**src/rtl/mult_pkg.sv**
```systemverilog
// Types and constants shared by the Booth multiplier and the product accumulator.
package mult_pkg;

   localparam int unsigned N_DEFAULT = 4;

   typedef enum logic {
      ACC,
      HOLD
   } acc_state_t;

endpackage

```
**src/rtl/sat_add.sv**
```systemverilog
// Signed W-bit adder with overflow detect; clamps to the signed range when
// PRODUCT_ACCUMULATOR_SAT_EN is defined, otherwise wraps modulo 2^W.
module sat_add #(
   parameter int unsigned W = 10
) (
   input  logic [W-1:0] a,
   input  logic [W-1:0] b,
   output logic [W-1:0] sum,
   output logic         ovf
);

   logic [W-1:0] raw;

   always_comb begin
      raw = a + b;
      // Overflow when both operands share a sign the result does not.
      ovf = (a[W-1] == b[W-1]) && (raw[W-1] != a[W-1]);
`ifdef PRODUCT_ACCUMULATOR_SAT_EN
      if (ovf) begin
         sum = a[W-1] ? {1'b1, {(W-1){1'b0}}} : {1'b0, {(W-1){1'b1}}};
      end else begin
         sum = raw;
      end
`else
      sum = raw;
`endif
   end

endmodule

```
**src/rtl/product_accumulator.sv**
```systemverilog
// Accumulates LEN signed products into one dot-product and hands it off with a
// valid/ready pair. Define PRODUCT_ACCUMULATOR_SAT_EN for saturating adds.
module product_accumulator
   import mult_pkg::*;
#(
   parameter int unsigned N     = N_DEFAULT,
   parameter int unsigned LEN   = 4,
   parameter int unsigned ACC_W = 10
) (
   input  logic             clk,
   input  logic             rst,
   input  logic             clr,
   input  logic             in_valid,
   output logic             in_ready,
   input  logic [2*N-1:0]   in_prod,
   output logic             out_valid,
   input  logic             out_ready,
   output logic [ACC_W-1:0] out_sum,
   output logic             out_ovf
);

   localparam int unsigned CntW = (LEN > 1) ? $clog2(LEN) : 1;
   localparam logic [CntW-1:0] CntLast = CntW'(LEN - 1);

   acc_state_t       state_q;
   logic [ACC_W-1:0] acc_q;
   logic [CntW-1:0]  cnt_q;
   logic             ovf_q;

   logic [ACC_W-1:0] prod_ext;
   logic [ACC_W-1:0] add_sum;
   logic             add_ovf;

   assign prod_ext = ACC_W'($signed(in_prod));

   sat_add #(
      .W(ACC_W)
   ) u_sat_add (
      .a  (acc_q),
      .b  (prod_ext),
      .sum(add_sum),
      .ovf(add_ovf)
   );

   always_ff @(posedge clk) begin
      if (rst || clr) begin
         state_q <= ACC;
         acc_q   <= '0;
         cnt_q   <= '0;
         ovf_q   <= 1'b0;
      end else begin
         unique case (state_q)
            ACC: begin
               if (in_valid) begin
                  acc_q <= add_sum;
                  ovf_q <= ovf_q | add_ovf;
                  if (cnt_q == CntLast) begin
                     cnt_q   <= '0;
                     state_q <= HOLD;
                  end else begin
                     cnt_q <= cnt_q + 1'b1;
                  end
               end
            end
            HOLD: begin
               if (out_ready) begin
                  state_q <= ACC;
                  acc_q   <= '0;
                  ovf_q   <= 1'b0;
               end
            end
         endcase
      end
   end

   assign in_ready  = (state_q == ACC);
   assign out_valid = (state_q == HOLD);
   assign out_sum   = acc_q;
   assign out_ovf   = ovf_q;

endmodule

```
**config.mk**
```make
export PLATFORM = sky130hd
export DESIGN_NAME = product_accumulator
export DESIGN_NICKNAME = d
export VERILOG_FILES = /design/src/rtl/mult_pkg.sv /design/src/rtl/sat_add.sv /design/src/rtl/product_accumulator.sv
export SDC_FILE = /design/constraint.sdc
export NUM_CORES = 1
export LEC_CHECK = 0
export CAP_MARGIN = 20
export CORE_ASPECT_RATIO = 0.75
export CORE_MARGIN = 1
export CORE_UTILIZATION = 50
export DETAILED_ROUTE_END_ITERATION = 8
export GPL_TIMING_DRIVEN = 0
export HOLD_SLACK_MARGIN = 0.06
export PLACE_DENSITY_LB_ADDON = 0.15
export SLEW_MARGIN = 30
export SYNTH_ARGS = -nofsm -noshare
export SYNTH_HDL_FRONTEND = slang
export SYNTH_SLANG_ARGS = --single-unit
export TNS_END_PERCENT = 50
```
**constraint.sdc**
```tcl
create_clock -name clk -period 3.3 [get_ports clk]
set_clock_uncertainty 0.05 [all_clocks]
set_input_delay 0.33 -clock clk [delete_from_list [all_inputs] [get_ports clk]]
set_output_delay 0.33 -clock clk [all_outputs]
set_load 0.01 [all_outputs]
```
**Word level (Yosys, flattened, before mapping)**

Cells that the tools add are included.
W data, S select, Z words.

- Bitwise gates (word level): 2
- Reduce and logical (&&, ||, !) cells: 4
- Multiplexer cells: 11
- Add/subtract/negate cells: 2
- Equality and inequality tests: 5

Operator list:

| operator | number |
|---|---|
| $mux W10 | 2 |
| $pmux W10 S2 | 1 |
| $add A10 B10 Y10 | 1 |
| $mux W1 | 5 |
| $ne A2 B2 Y1 const B | 2 |
| $pmux W1 S2 | 2 |
| $reduce_and A2 Y1 | 2 |
| $add A2 B1 Y2 const B | 1 |
| $eq A2 B2 Y1 const B | 1 |
| $mux W2 | 1 |
| $eq A1 B1 Y1 | 1 |
| $logic_and A1 B1 Y1 | 1 |
| $logic_or A1 B1 Y1 | 1 |
| $ne A1 B1 Y1 | 1 |
| $not A1 Y1 | 1 |
| $or A1 B1 Y1 | 1 |

- Bits of input ports: 13
- Output and inout port bits: 13
- Register bits: 14
- Logic and storage cells: 28

**Depth between registers and ports, before layout**

Gate-level depths: netlist (run 1).

- Depth in word-level cells: 6
- Mapped depth: 9
- Mapped depth without buffers: 9

**Hierarchy**

Synthesis (run 1) repeated with hierarchy kept, for this count alone.

- Cell total of the unflattened synthesis: 85
- Area total of the unflattened synthesis: 890.9 µm²

Modules (own cells, without submodules):

| module | seq. area each (µm²) | times used | cells an instance | area an instance (µm²) |
|---|---|---|---|---|
| product_accumulator | 280.3 | 1 | 42 | 518.0 |
| sat_add | 0.0 | 1 | 43 | 372.9 |

**Worst setup path before layout (run 1)**

No wires, ideal clock.

- Kind: reg-to-reg
- Start point: register acc_q[0], in the netlist out_sum[0]
- End point: register acc_q[8], in the netlist out_sum[8]
- Path slack: 1.156 ns
- Buffers on the path: 0
- Library setup time: 0.117 ns
- Stages on the path, launching flop included: 10
- Arrival time: 1.977 ns
- Clock period less this slack: 2.144 ns
- Cell sequence: dfxtp_1 ha_1 inv_1 fa_1 nor2b_1 o21a_1 o21ai_2 a2111oi_2 o21ai_0 a32o_1

- Word-level cells in the longest chain between the ends: 3

Ends and longest elaborated chain:

| element | RTL line | source |
|---|---|---|
| start: declaration | product_accumulator.sv:26 | `logic [ACC_W-1:0] acc_q;` |
| start signal: assignment | product_accumulator.sv:55 | `acc_q <= add_sum;` |
| $add A10 B10 Y10 | sat_add.sv:15 | `raw = a + b;` |
| $mux W10 | product_accumulator.sv:54 | `if (in_valid) begin` |
| $pmux W10 S2 | product_accumulator.sv:52 | `unique case (state_q)` |

Every way passes these cells. The select of a mux whose other input is x is not followed.
A chain may end at the register's enable or synchronous reset.

**Worst setup path after layout (run 1)**

- Start point: input in_prod[0]
- End point: register acc_q[8], in the netlist out_sum[8]

- Word-level cells in the longest chain between the ends: 3

Ends and longest elaborated chain:

| element | RTL line | source |
|---|---|---|
| start: declaration | product_accumulator.sv:15 | `input logic [2*N-1:0] in_prod,` |
| $add A10 B10 Y10 | sat_add.sv:15 |  |
| $mux W10 | product_accumulator.sv:54 |  |
| $pmux W10 S2 | product_accumulator.sv:52 |  |

Every way passes these cells. The select of a mux whose other input is x is not followed.

==> summary.txt, run 1 <==
CP cell instances = clkdlybuf4s50_1 > ha_1 > inv_1 > fa_1 > nor2b_1 > o21a_1 > o21ai_2 > a2111oi_2 > o21ai_0 > a32o_1
GRT Residual Overflow = 0
effective utilization at floorplan = 53.5%
type of element launching the critical path = primary input
Unique masters post-synth = 33
prevailing post-synth register cell = dfxtp_1
part of the Yosys area used for sequential elements = 30.4%
count of final max-slew check failures = 0
Diodes inserted = 0
number of hold-slack violations in the final timing report = 0
IO buf count = 25
count leader, synth = nor2_1
Worst-Skew Late Latency = 290 ps
endpoint arrival time on the critical path = 2570 ps
antenna viol nets, final = 0
Power Density = 328 nW/um^2
antenna violations before repair = 0
number of top-level pins = 26
leading cell types by total area after synthesis = dfxtp_1 30%, ha_1 14%, nor2_1 6.1%
via count of the first global-routing pass = 777
Setup violations, final = 0
worst endpoint required time = 3440 ps
leakage power total = 0.000496 uW
# DRC = 0
CTS-repair resized insts = 0
number of detailed-routing iterations run before antenna repair = 4
Max Buffers Root-to-Sink = 2
max incr delay on CP = 470 ps
drt via density = 5.54
crit end category = flip-flop
area of the mapped netlist = 922 sq um
crit path kind = primary input to flip-flop
class of the worst hold path = flip-flop to flip-flop
share of post-route cells with drive strength above 1 = 7.35%
average instance area after synthesis = 8.62 sq um
routability cong. = 0.709
Post-synth EDFFs = 0
Worst Tran Pin Value = 563 ps
H-Tree Depth = 1
Die ar. = 2020 sq um
core area = 1720 sq um
via count of the routed design = 875
clock tree from TritonCTS = done
warning count from the yosys run = 0
number of buffers created by CTS = 3
run status = finished clean
count of nets after finishing = 161
clock-pin slew on the worst setup and hold paths = 90 ps
Synth area leader = dfxtp_1
number of synthesized register bits = 14
cell count after synthesis = 107
peak fanout along the critical path = 3
count of maximum capacitance violations = 0
wire length of the first global-routing pass = 3260 um
period utilisation layout = 73.5%
clock root cell = clkbuf_4
most instantiated cells after synthesis = 15 x nor2_1, 14 x dfxtp_1, 10 x a21oi_1, 10 x ha_1, 6 x nand2_1
count of hold buffers inserted by post-cts repair = 0
sum of negative setup slack = 0 ps
floorplan die width = 51.6 um
ys async rst share = 0%
time the final worst path needs with I/O delays and setup = 2420 ps
Post-Synthesis Net Count = 131
Crit-path slowest cell = clkdlybuf4s50_1
area fraction of the dominant cell type after synthesis = 30.4%
Die Span Y = 39.2 um
Total GRT Usage = 23.0%
initial drt markers = 10
total clock sinks = 14
Peak supply drop = 0.280 mV
hold_ws = 413 ps
maximum number of pins on one net before global-route repair = 11
highest clock rate = 413 MHz
setup repair after global routing missed its margin = no
number of placement rows = 13
sum of net half-perimeters after detailed placement = 1550 um
routed wirelength normalized by instance count = 12.7 um
Post-CTS Setup Inserts = 0
wirelength, routed = 2000 um
relative slew slack = 62.5%
synthesis-to-finish area growth = 34.1%
-- layout by cell type (no fill, tap or decap), types with 4 or more instances in the layout --
cell type	Yosys	layout
a21oi_1	10	10
dfxtp_1	14	14
nor2_1	15	15
clkdlybuf4s50_1	0	25
nand2_1	6	6
inv_1	5	5
nor3_1	4	4
nor2b_1	4	4
a211oi_1	4	4
ha_1	10	10
-- stage by stage --
| stage | util (%) | instance area, sq um | instances | worst slack, ps | power, uW |
|---|---|---|---|---|---|
| global placement | 69.6 | 1200 | 154 | 605 | 279 |
| floorplan | - | 922 | 107 | 1160 | 243 |
| CTS | 71.7 | 1240 | 158 | 883 | 407 |
| detailed placement | 69.6 | 1200 | 154 | 567 | 281 |
| finish | 71.7 | 1240 | 158 | 876 | 405 |
| global route | 71.7 | 1240 | 158 | 746 | 427 |
-- power by group --
group          internal, uW  switching, uW
combinational          50.9           47.2
sequential              175           4.96
clock                  67.3           59.7
total                   293            112
-- registers in the layout, summed over array words and instances, names as in the netlist --
signal	count
out_valid	1
cnt_q	2
out_ovf	1
out_sum	10
-- worst max-delay path, delay by kind of cell --
kind	cells	cell delay (ps)
AOI/OAI and AO/OA	5	960
buffers and inverters	2	540
adders and majority gates	2	600
and+or+nand+nor	1	130
-- layout make-up --
| cell class | instances | area, sq um |
|---|---|---|
| plain buffers | 2 | 7.51 |
| well taps | 22 | 27.5 |
| clock buffers | 4 | 36.3 |
| repair buffers | 25 | 250 |
| inverters | 5 | 18.8 |
| flip-flops and latches | 14 | 280 |
| multi-input cells | 86 | 616 |
| fillers | 150 | 488 |
-- final timing paths --
kind	from	to	slack, ps	cells after the start
setup / recovery	in_prod[0]	out_sum[8]$_SDFFE_PP0P_	880	10
hold / removal	cnt_q[1]$_SDFFE_PP0P_	cnt_q[1]$_SDFFE_PP0P_	410	2
setup reg to reg	out_sum[0]$_SDFFE_PP0P_	out_sum[8]$_SDFFE_PP0P_	1010	9
hold reg to reg	cnt_q[1]$_SDFFE_PP0P_	cnt_q[1]$_SDFFE_PP0P_	410	2
-- cell families (layout without fill, tap and decap cells) --
kind of cell | after synthesis | in the layout | synth area share [%]
buffers and inverters | 7 | 36 | 2.85
and+or+nand+nor | 33 | 33 | 16.3
AOI/OAI and AO/OA | 37 | 37 | 29.9
DFF | 14 | 14 | 30.4
adders and majority gates | 11 | 11 | 15.7
muxes | 1 | 1 | 1.09
xor gates and xnor gates | 4 | 4 | 3.80
-- routing by layer --
metal | track usage, % | up-vias | share of wire [%] | wire [um]
met4 | 12.2 | 0 | 1.9 | 38
met2 | 38.0 | 24 | 43 | 867
met3 | 3.53 | 5 | 4.2 | 84
li1 | - | 457 | - | -
met1 | 29.1 | 389 | 51 | 1010
met5 | 0 | - | 0 | 0
(Power assumes the default switching activity.)
==> inputs of run 2 (changes only) <==
CORE_UTILIZATION = 46   (was 50)
clock period = 2.45 ns   (was 3.3 ns; I/O delays follow)
==> run 2 against run 1 <==
Sequential power rose by 35%; design area rose by 1.2%; critical path depth did not move; largest cell class unchanged; utilization fell by 2.4 points; largest power group unchanged; critical path type unchanged.
==> summary.txt, run 2 (synthesized netlist as in run 1, its figures left out) <==
run status = finished clean
Die Span Y = 40.8 um
number of detailed-routing iterations run before antenna repair = 4
Power Density = 440 nW/um^2
Filler cells = 154
synthesis-to-finish area growth = 35.7%
count of maximum capacitance violations = 0
# DRC = 0
worst endpoint required time = 2590 ps
routed wirelength normalized by instance count = 13.8 um
Crit-path slowest cell = clkdlybuf4s50_1
wire length of the first global-routing pass = 3490 um
via count of the routed design = 940
max incr delay on CP = 460 ps
number of placement rows = 13
endpoint arrival time on the critical path = 2460 ps
count of final max-slew check failures = 0
GRT Residual Overflow = 0
share of post-route cells with drive strength above 1 = 8.09%
initial drt markers = 25
setup repair after global routing missed its margin = no
type of element launching the critical path = primary input
number of top-level pins = 26
peak fanout along the critical path = 3
Final Total Pwr = 551 uW
sum of net half-perimeters after detailed placement = 1650 um
total clock sinks = 14
class of the worst hold path = flip-flop to flip-flop
wirelength, routed = 2180 um
number of hold-slack violations in the final timing report = 0
Worst-Skew Late Latency = 290 ps
total area of sequential cells = 280 sq um
total area of multi-input combinational cells = 631 sq um
routability cong. = 0.767
leakage power total = 0.000494 uW
Die ar. = 2190 sq um
period utilisation layout = 94.4%
clock-pin slew on the worst setup and hold paths = 80 ps
count of nets after finishing = 161
drt via density = 5.95
Worst Tran Pin Value = 566 ps
via count of the first global-routing pass = 824
antenna viol nets, final = 0
number of buffers created by CTS = 3
Diodes inserted = 0
time the final worst path needs with I/O delays and setup = 2310 ps
crit end category = flip-flop
Placed Cells incl. Taps = 154
Setup violations, final = 0
crit path kind = primary input to flip-flop
core area = 1810 sq um
IO buf count = 25
highest clock rate = 432 MHz
Worst Setup Slack post-DPL = -223 ps
H-Tree Depth = 1
antenna violations before repair = 0
floorplan die width = 53.7 um
leading cell type in the layout, fill and taps excluded = clkdlybuf4s50_1
clock root cell = clkbuf_4
clock tree from TritonCTS = done
Total GRT Usage = 23.6%
final critical-path setup slack = 137 ps
relative slew slack = 62.3%
Peak supply drop = 0.321 mV
Max Buffers Root-to-Sink = 2
Largest register FFs = 10
CP cell instances = clkdlybuf4s50_1 > ha_2 > inv_1 > fa_1 > nor2b_1 > o21a_1 > o21ai_2 > a2111oi_4 > o21ai_0 > a32o_1
count of placed standard cells in the final layout, fillers left out = 158
effective utilization at floorplan = 51.1%
maximum number of pins on one net before global-route repair = 11
most frequent cells in the layout = 25 x clkdlybuf4s50_1, 15 x nor2_1, 14 x dfxtp_1
run 2: metrics by stage:
stage	hold WS, ps	instance area, sq um	utilization (%)	TNS (ps)
2_1_floorplan	390	922	-	0
3_3_place_gp	397	1200	66.5	-160
3_5_place_dp	408	1200	66.5	-223
4_1_cts	423	1240	68.5	0
5_1_grt	469	1250	69.3	0
6_report	420	1250	69.3	0
run 2: path summary, 6_finish.rpt:
path                                 from                       to  slack (ps)  depth (start not counted)
setup reg to reg  out_sum[0]$_SDFFE_PP0P_  out_sum[8]$_SDFFE_PP0P_         160                          9
hold / removal      cnt_q[1]$_SDFFE_PP0P_    cnt_q[1]$_SDFFE_PP0P_         420                          2
hold reg to reg     cnt_q[1]$_SDFFE_PP0P_    cnt_q[1]$_SDFFE_PP0P_         420                          2
setup / recovery               in_prod[0]  out_sum[8]$_SDFFE_PP0P_         140                         10
run 2: metal layers:
metal  up-vias  GRT usage, %  wire length [um]
li1        456             -                 -
met1       453          28.7              1030
met2        26          38.6              1000
met3         5          6.67               100
met4         0          11.8                42
met5         -             0                 0
run 2: worst max-delay path, delay by kind of cell:
kind            cells  cell delay (ps)
buf+inv             2              510
fa+ha+maj           2              600
simple gates        1              140
compound gates      5              940
run 2: power breakdown:
group / internal, uW / switching [uW] / leakage, uW
clock: 90.8 / 80.2 / 0.0000210
combinational: 69.8 / 67.5 / 0.000359
sequential: 236 / 7.14 / 0.000114
total: 396 / 155 / 0.000494
run 2: final cells by class:
class | instances | share of cell area [%]
Inverter | 5 | 1.50
Tap cell | 22 | 2.20
Buffer | 2 | 0.600
Multi-Input combinational cell | 86 | 50.4
Sequential cell | 14 | 22.4
Clock buffer | 4 | 2.90
Timing Repair Buffer | 25 | 20.0
run 2: repair_timing:
| item | CTS | global route |
|---|---|---|
| setup buffers | 0 | 0 |
| hold buffers | 0 | 0 |
| setup endpoints to repair | 0 | 1 |
| resized for setup | 0 | 2 |
| endpoints found under the hold margin | 0 | 0 |
==> inputs of run 3 (changes only) <==
CORE_UTILIZATION = 33   (was 46)
==> run 3 against run 2 <==
Clock power is 32% higher; combinational power hardly changed; total power is 10% higher; global-route usage is 7.8 points lower.
==> summary.txt, run 3 (synthesized netlist as in run 1, its figures left out) <==
time the final worst path needs with I/O delays and setup = 2270 ps
max incr delay on CP = 380 ps
clock-pin slew on the worst setup and hold paths = 60 ps
Largest register FFs = 10
via count of the routed design = 879
count of placed standard cells in the final layout, fillers left out = 174
Peak supply drop = 0.483 mV
# DRC = 0
count of final max-slew check failures = 0
Power Density = 461 nW/um^2
Crit-path slowest cell = fa_2
total area of sequential cells = 280 sq um
Final Total Pwr = 608 uW
Worst-Skew Late Latency = 250 ps
min-delay src = in_prod[0]
Diodes inserted = 0
most frequent cells in the layout = 24 x clkdlybuf4s50_1, 15 x nor2_1, 14 x dfxtp_1
startpoint of the worst setup timing path = out_sum[0]$_SDFFE_PP0P_
Max Buffers Root-to-Sink = 2
Post-DP Area = 1220 sq um
crit end category = flip-flop
critical register-to-register path startpoint = out_sum[0]$_SDFFE_PP0P_
effective utilization at floorplan = 35.2%
Final Instance Area = 1320 sq um
relative slew slack = 60.1%
category of cells accounting for the largest share of critical-path delay = compound AO/OA/AOI/OAI gates
routed wirelength normalized by instance count = 12.5 um
count of nets after finishing = 163
H-Tree Depth = 1
CP cell instances = ha_2 > inv_2 > fa_2 > nor2b_2 > o21a_1 > o21ai_4 > a2111oi_4 > o21ai_1 > a32o_1
Worst Tran Pin Value = 599 ps
total clock sinks = 14
count of hold buffers inserted by post-cts repair = 0
Buffers & Inverters on Critical Path = 1
clock tree from TritonCTS = done
Filler cells = 254
count of maximum capacitance violations = 0
antenna violations before repair = 0
Core Util, Final = 50.2%
wire length of the first global-routing pass = 3570 um
Die Span Y = 47.8 um
type of element launching the critical path = flip-flop
Placed Cells incl. Taps = 168
peak fanout along the critical path = 3
worst endpoint required time = 2540 ps
Setup violations, final = 0
initial drt markers = 35
setup repair after global routing missed its margin = no
period utilisation layout = 92.7%
leading cell type in the layout, fill and taps excluded = clkdlybuf4s50_1
IO buf count = 25
leakage power total = 0.000522 uW
clock root cell = clkbuf_8
antenna viol nets, final = 0
drt via density = 5.05
Die ar. = 3010 sq um
wirelength, routed = 2170 um
sum of net half-perimeters after detailed placement = 1660 um
synthesis-to-finish area growth = 42.9%
number of buffers created by CTS = 3
number of top-level pins = 26
routability cong. = 0.756
endpoint arrival time on the critical path = 2370 ps
Total GRT Usage = 15.8%
total area of multi-input combinational cells = 643 sq um
via count of the first global-routing pass = 761
share of post-route cells with drive strength above 1 = 11.6%
GRT Residual Overflow = 0
number of detailed-routing iterations run before antenna repair = 4
number of placement rows = 16
highest clock rate = 440 MHz
crit path kind = flip-flop to flip-flop
class of the worst hold path = primary input to flip-flop
maximum number of pins on one net before global-route repair = 11
floorplan die width = 63.0 um
run status = finished clean
core area = 2620 sq um
number of hold-slack violations in the final timing report = 0
## run 3: through the flow
stage | TNS (ps) | setup slack [ps] | hold slack [ps]
2_1_floorplan | 0 | 306 | 390
3_3_place_gp | -187 | -187 | 402
3_5_place_dp | -190 | -190 | 410
4_1_cts | 0 | 62.2 | 421
5_1_grt | 0 | 21.7 | 413
6_report | 0 | 178 | 377
## run 3: final cells by class
| cell class | count | area share [%] |
|---|---|---|
| Timing Repair Buffer | 27 | 20.3 |
| Inverter | 5 | 1.42 |
| Multi-Input combinational cell | 86 | 48.8 |
| Tap cell | 36 | 3.42 |
| Sequential cell | 14 | 21.3 |
| Buffer | 2 | 0.570 |
| Clock buffer | 4 | 4.18 |
## run 3: path summary, 6_finish.rpt
check | end | slack [ps] | cells after the start
min reg2reg | cnt_q[1]$_SDFFE_PP0P_ | 430 | 2
max | out_sum[8]$_SDFFE_PP0P_ | 180 | 9
max reg2reg | out_sum[8]$_SDFFE_PP0P_ | 180 | 9
min | out_sum[0]$_SDFFE_PP0P_ | 380 | 4
## run 3: worst register-to-register path: cells and delay by family, from the launching register on
family | cells | cell delay (ps)
buffers and inverters | 1 | 50
adders and majority gates | 2 | 600
and+or+nand+nor | 1 | 120
AOI/OAI and AO/OA | 5 | 1000
DFF | 1 | 350
## run 3: power by group
part           total (uW)  switching (uW)  internal [uW]
clock                 226            83.5            142
sequential            243            7.02            236
combinational         139            67.3           71.6
## run 3: repair_timing
item | CTS | global route
endpoints found under the setup margin | 0 | 1
gates resized for setup | 0 | 8
setup buffers | 0 | 2
## run 3: per-layer routing
metal / part of all wire [%] / global-route usage, %
met3: 3.5 / 4.29
met1: 52 / 20.8
met5: 0 / 0
met2: 44 / 26.0
met4: 0.46 / 4.19
